==> src/rtl/serial_pkg.sv <==
// serial_pkg: tx states, line levels and frame-slot numbering shared with the receiver.
// Optional SERIAL_PARITY_EN inserts an even-parity slot before the stop bit.
package serial_pkg;
    typedef enum logic [2:0] {
        ST_IDLE, ST_START, ST_DATA, ST_STOP
`ifdef SERIAL_PARITY_EN
        , ST_PARITY
`endif
    } tx_state_t;
    localparam logic IDLE_LVL  = 1'b0;
    localparam logic START_LVL = 1'b1;
    localparam logic STOP_LVL  = 1'b0;
    localparam int DATA_BITS = 8;
    localparam logic [3:0] SLOT_START     = 4'd0;
    localparam logic [3:0] SLOT_DATA0     = 4'd1;
    localparam logic [3:0] SLOT_DATA_LAST = 4'd8;
`ifdef SERIAL_PARITY_EN
    localparam logic [3:0] SLOT_PARITY = 4'd9;
    localparam logic [3:0] SLOT_STOP   = 4'd10;
`else
    localparam logic [3:0] SLOT_STOP   = 4'd9;
`endif
endpackage

==> src/rtl/serial_tx_arbiter_if.sv <==
// serial_tx_arbiter_if: two requester channels plus the framed serial line and status.
interface serial_tx_arbiter_if;
    logic       req0, req1;
    logic [7:0] data0, data1;
    logic       grant0, grant1;
    logic       data_out, busy;
    logic [3:0] bit_idx;
    modport master (output req0, req1, data0, data1,
                    input grant0, grant1, data_out, busy, bit_idx);
    modport slave (input req0, req1, data0, data1,
                   output grant0, grant1, data_out, busy, bit_idx);
endinterface

==> src/rtl/rr_arbiter2.sv <==
// rr_arbiter2: two-way round-robin select; the pointer remembers the last winner.
module rr_arbiter2 (
    input  logic clk,
    input  logic reset,
    input  logic req0,
    input  logic req1,
    input  logic accept,
    output logic win
);
    logic ptr;
    assign win = (req0 && req1) ? ~ptr : req1;
    always_ff @(posedge clk)
        if (reset) ptr <= 1'b1;
        else if (accept) ptr <= win;
endmodule

==> src/rtl/serial_tx_arbiter.sv <==
// serial_tx_arbiter: round-robin shares one serial tx line; frame = high start, 8 data LSB first, low stop.
// Define SERIAL_PARITY_EN to add an even-parity slot between the data bits and the stop bit.
module serial_tx_arbiter import serial_pkg::*; #(
    parameter int BIT_CYCLES = 16,
    parameter int DATA_BITS  = 8
) (
    input logic clk,
    input logic reset,
    serial_tx_arbiter_if.slave bus
);
    localparam int CW = $clog2(BIT_CYCLES);
`ifdef SERIAL_PARITY_EN
    localparam tx_state_t AFTER_DATA = ST_PARITY;
`else
    localparam tx_state_t AFTER_DATA = ST_STOP;
`endif
    tx_state_t state, nxt_state;
    logic [CW-1:0] cnt, nxt_cnt;
    logic [DATA_BITS-1:0] shreg, nxt_shreg;
    logic [3:0] idx, nxt_idx;
    logic win, accept, wrap, tail_lvl, nxt_lvl;
    rr_arbiter2 u_rr (.clk(clk), .reset(reset), .req0(bus.req0), .req1(bus.req1), .accept(accept), .win(win));
    assign accept = state == ST_IDLE && (bus.req0 || bus.req1);
    assign wrap = cnt == CW'(BIT_CYCLES - 1);
    assign bus.bit_idx = idx;
    always_comb begin
        nxt_state = state;
        nxt_cnt = wrap ? '0 : cnt + 1'b1;
        nxt_shreg = shreg;
        nxt_idx = idx;
        case (state)
            ST_IDLE: begin
                nxt_cnt = '0;
                nxt_idx = SLOT_START;
                if (accept) begin
                    nxt_state = ST_START;
                    nxt_shreg = win ? bus.data1 : bus.data0;
                end
            end
            ST_START: if (wrap) begin
                nxt_state = ST_DATA;
                nxt_idx = SLOT_DATA0;
            end
            ST_DATA: if (wrap) begin
                nxt_shreg = shreg >> 1;
                nxt_idx = idx + 4'd1;
                nxt_state = idx == SLOT_DATA_LAST ? AFTER_DATA : ST_DATA;
            end
`ifdef SERIAL_PARITY_EN
            ST_PARITY: if (wrap) begin
                nxt_state = ST_STOP;
                nxt_idx = SLOT_STOP;
            end
`endif
            ST_STOP: if (wrap) begin
                nxt_state = ST_IDLE;
                nxt_idx = SLOT_START;
            end
            default: nxt_state = ST_IDLE;
        endcase
    end
`ifdef SERIAL_PARITY_EN
    logic par;
    assign tail_lvl = nxt_state == ST_PARITY ? par : STOP_LVL;
    always_ff @(posedge clk)
        if (reset) par <= 1'b0;
        else if (accept) par <= ^nxt_shreg;
`else
    assign tail_lvl = STOP_LVL;
`endif
    // line level is registered from the next state so it lines up with state/bit_idx
    assign nxt_lvl = nxt_state == ST_START ? START_LVL :
                     nxt_state == ST_DATA  ? nxt_shreg[0] :
                     nxt_state == ST_IDLE  ? IDLE_LVL : tail_lvl;
    always_ff @(posedge clk) begin
        if (reset) begin
            state <= ST_IDLE;
            cnt <= '0;
            shreg <= '0;
            idx <= '0;
            bus.data_out <= IDLE_LVL;
            bus.busy <= 1'b0;
            bus.grant0 <= 1'b0;
            bus.grant1 <= 1'b0;
        end else begin
            state <= nxt_state;
            cnt <= nxt_cnt;
            shreg <= nxt_shreg;
            idx <= nxt_idx;
            bus.data_out <= nxt_lvl;
            bus.busy <= nxt_state != ST_IDLE;
            bus.grant0 <= accept && !win;
            bus.grant1 <= accept && win;
        end
    end
endmodule
==> src/flat_wrapper.sv <==
// flat-port wrapper written by rule: the top's interface ports become plain ports
module serial_tx_arbiter_flat import serial_pkg::*;
#(
    parameter int BIT_CYCLES = 16,
    parameter int DATA_BITS  = 8
)
  (clk, reset, bus_req0, bus_req1, bus_data0, bus_data1, bus_grant0, bus_grant1, bus_data_out, bus_busy, bus_bit_idx);
  serial_tx_arbiter_if bus_i ();
  input logic clk;
  input logic reset;
  input wire logic [$bits(bus_i.req0)-1:0] bus_req0;
  input wire logic [$bits(bus_i.req1)-1:0] bus_req1;
  input wire logic [$bits(bus_i.data0)-1:0] bus_data0;
  input wire logic [$bits(bus_i.data1)-1:0] bus_data1;
  output wire logic [$bits(bus_i.grant0)-1:0] bus_grant0;
  output wire logic [$bits(bus_i.grant1)-1:0] bus_grant1;
  output wire logic [$bits(bus_i.data_out)-1:0] bus_data_out;
  output wire logic [$bits(bus_i.busy)-1:0] bus_busy;
  output wire logic [$bits(bus_i.bit_idx)-1:0] bus_bit_idx;
  assign bus_i.req0 = bus_req0;
  assign bus_i.req1 = bus_req1;
  assign bus_i.data0 = bus_data0;
  assign bus_i.data1 = bus_data1;
  assign bus_grant0 = bus_i.grant0;
  assign bus_grant1 = bus_i.grant1;
  assign bus_data_out = bus_i.data_out;
  assign bus_busy = bus_i.busy;
  assign bus_bit_idx = bus_i.bit_idx;
  serial_tx_arbiter #(.BIT_CYCLES(BIT_CYCLES), .DATA_BITS(DATA_BITS)) u_core (.clk(clk), .reset(reset), .bus(bus_i));
endmodule
==> config.mk <==
export PLATFORM = sky130hd
export DESIGN_NAME = serial_tx_arbiter_flat
export DESIGN_NICKNAME = d
export VERILOG_FILES = /design/src/rtl/serial_pkg.sv /design/src/rtl/serial_tx_arbiter_if.sv /design/src/rtl/rr_arbiter2.sv /design/src/rtl/serial_tx_arbiter.sv /design/src/flat_wrapper.sv
export SDC_FILE = /design/constraint.sdc
export NUM_CORES = 1
export LEC_CHECK = 0
export ABC_AREA = 1
export BUFFER_PORTS_ARGS = -buffer_cell sky130_fd_sc_hd__buf_2
export CAP_MARGIN = 10
export CORE_ASPECT_RATIO = 0.7
export CORE_MARGIN = 5
export CORE_UTILIZATION = 45
export DETAILED_ROUTE_END_ITERATION = 7
export PLACE_DENSITY = 0.68
export RECOVER_POWER = 25
export SLEW_MARGIN = 10
export SYNTH_ARGS = -nofsm -noshare
export SYNTH_HDL_FRONTEND = slang
export SYNTH_SLANG_ARGS = --single-unit
==> constraint.sdc <==
create_clock -name clk -period 3.7 [get_ports clk]
set_clock_uncertainty 0.05 [all_clocks]
set_input_delay 0.925 -clock clk [delete_from_list [all_inputs] [get_ports clk]]
set_output_delay 0.925 -clock clk [all_outputs]
set_load 0.01 [all_outputs]
==> flow_summary.ini <==
[detailed_routing]
drc = 0
ant_nets = 0
wl_um = 2730
drt_iter0_drc = 115
topRoutingLayerUsed = met4
num_vias = 1187
wl_met2_um = 1270
via_per_inst = 5.03
first_pass_iters = 4
wl_per_cell_um = 11.6
wl_met3_um = 200
wl_met1_um = 1230

[sta]
setup_viol = 0
fin_crit_sh_pct = 57.8
max_slew_margin_pct = 51.8
slew_violations = 0
fmax_mhz = 468
timing.final.ws_setup_ps = 1560
worst_pin_slew_ps = 716
fin_crit_ps = 2140
hold_violations = 0
rsz0062_at_grt = false
hold_ws_ps = 400
tns_ps = 0

[floorplanning]
row_count = 15
start_util_pct = 48.1
die-area_um2 = 3870
core_um2 = 2530
pin_count = 28
die_w_um = 72.2
dieHeight_um = 53.6

[clock_tree]
path_clk_slew_ps = 80
clkSinkCount = 24
post_cts_buffers = 0
postCtsResizedCells = 0
clk_path_buf_depth = 2
htree_levels = 1
cts_made_buffers = 3
cts_tree = yes
holdBufCountCts = 0
root_buffer = clkbuf_8
clock_latency_ps = 260

[placed_design]
place_area_um2 = 1390
portBuffers = 27
dpl.cell_count = 232
hpwlAfterDp_um = 2160
dp_slack_ps = 1730
gp_congestion = 0.865

[critical_path]
path_cells = ha_1 -> nand3_1 -> o21ai_0 -> a21oi_1 -> o211a_1
r2r_slack_ps = 1560
cp-endpoint = u_core.bus.bit_idx[1]$_SDFFE_PP0P_
crit_required_ps = 3810
crit_path_start_kind = flop
worst-path-stages = 5
crit_family = compound AO/OA/AOI/OAI gates
critical-path-slowest-cell = o21ai_0
cp_slowest_stage_delay_ps = 700
rr_startpoint = u_core.cnt[0]$_SDFF_PP0_
critPathCaptureType = flop
rr_endpoint = u_core.bus.bit_idx[1]$_SDFFE_PP0P_
worstPathMaxFanout = 7
cp-startpoint = u_core.cnt[0]$_SDFF_PP0_
worstPathArrival_ps = 2250
crit_buf_inv = 0
reg2reg_depth = 5
critPathKind = flop to flop

[logic_synthesis]
yosys-top-cells-count = nand2_1, dfxtp_1, nand3_1, inv_1, nor2_1
yosysTopAreaCellShare_pct = 39.4
synth-simple-area-share_pct = 41.9
ys_top_cells_by_area = dfxtp_1, nand2_1, nand3_1
ys.flop_type = dfxtp_1
syn-cell-area_um2 = 1220
yosys_warnings = 0
synthAdderAreaFrac_pct = 3.08
async_reset_ff_share_pct = 0
postSynthCellCount = 172
syn_nets = 195
yosys.cell_types.count = 27
synth_compound_area_share_pct = 6.97
muxShareOfSynthArea_pct = 0
ys_ff_latch = 24
yosys.cell_count.top_type = nand2_1
synth_xor_area_share_pct = 1.44
yosys.area.top_type = dfxtp_1
synth_edf_count = 0
seq_area_frac_synth_pct = 39.4
syn_avg_cell_area_um2 = 7.09
synth_top_family_by_area = simple AND/OR/NAND/NOR gates

[layout]
area_growth_pct = 17.0
stdcell_count = 236
antenna_cells = 0
fin_area_um2 = 1430
nets = 226
fin_util_pct = 56.3
drive_above_1_share_pct = 19.8

[pwr]
power_mw = 0.534
leakagePower_nw = 0.776
vdd_drop_max_uv = 189
power_density_nw_per_um2 = 374

[global_routing]
grt_pass1_vias = 1029
gr-total-overflow = 0
grt_first_pass_wirelength_um = 4540
grt_antenna_before_repair = 0
grt.total_usage_pct = 15.0
grt_max_degree = 14

[run_status]
status = finished, final reports clean

[job]
cap_violations = 0

[min_path]
hold_class = flop to flop
cells in the final DEF (no fill, tap or decap), types with 2 or more instances in the layout:
master	n
nor2_8	2
nand3_1	20
dfxtp_1	24
buf_2	26
nor3_1	2
inv_2	2
nor2_1	12
a21oi_1	6
ha_1	3
nand2_1	63
o21ai_0	4
nor2_4	3
inv_1	18
clkbuf_8	4
how the worst min path moves through the flow:
| stage | from | endpoint | slack [ps] | cells past startpoint |
|---|---|---|---|---|
| 6_report | u_core.cnt[0]$_SDFF_PP0_ | u_core.cnt[0]$_SDFF_PP0_ | 400 | 1 |
| 2_1_floorplan | u_core.cnt[0]$_SDFF_PP0_ | u_core.cnt[0]$_SDFF_PP0_ | 370 | 1 |
| 3_5_place_dp | u_core.cnt[0]$_SDFF_PP0_ | u_core.cnt[0]$_SDFF_PP0_ | 390 | 1 |
| 5_1_grt | u_core.cnt[0]$_SDFF_PP0_ | u_core.cnt[0]$_SDFF_PP0_ | 440 | 1 |
| 4_1_cts | u_core.cnt[0]$_SDFF_PP0_ | u_core.cnt[0]$_SDFF_PP0_ | 400 | 1 |
| 3_3_place_gp | u_core.cnt[0]$_SDFF_PP0_ | u_core.cnt[0]$_SDFF_PP0_ | 380 | 1 |
sequential cells by signal, summed over array words and instances (netlist names):
| signal | cells |
|---|---|
| u_core.shreg | 8 |
| u_core.bus.grant1 | 1 |
| u_core.cnt | 4 |
| u_core.state | 3 |
| u_core.bus.bit_idx | 4 |
| u_core.bus.data_out | 1 |
| u_core.bus.grant0 | 1 |
| u_core.u_rr.ptr | 1 |
| u_core.bus.busy | 1 |
cell type report:
cell class                      count  area, µm²
Fill cell                         247       1110
Multi-Input combinational cell    126        637
Sequential cell                    24        480
Timing Repair Buffer               27        134
Inverter                           21       78.8
Clock buffer                        4       55.1
Tap cell                           34       42.5
metal layers:
layer / vias to the layer above / GRT usage [%]
li1: 606 / -
met1: 532 / 19.8
met2: 44 / 24.2
met3: 5 / 4.48
met4: 0 / 3.44
met5: - / 0
kinds of logic (layout without fill, tap and decap cells):
family / after synthesis / in the layout
AOI/OAI and AO/OA: 14 / 14
other: 1 / 1
and+or+nand+nor: 106 / 106
xor gates and xnor gates: 2 / 2
buffers and inverters: 22 / 52
adders and majority gates: 3 / 3
DFF: 24 / 24
worst reg2reg max path, delay by kind of cell, from the launching register on:
kind	cells	cell delay, ps
AO/OA/AOI/OAI	3	1120
adder cells (fa/ha/maj)	1	190
flip-flops	1	360
AND/OR/NAND/NOR	1	320
power by group:
group	leakage, nW	switching (mW)	internal [mW]
registers	0.197	0.00811	0.271
logic	0.551	0.0490	0.0310
clock network	0.0288	0.0797	0.0949
total	0.776	0.137	0.397
Note: power is estimated with default switching activity, not from simulation.
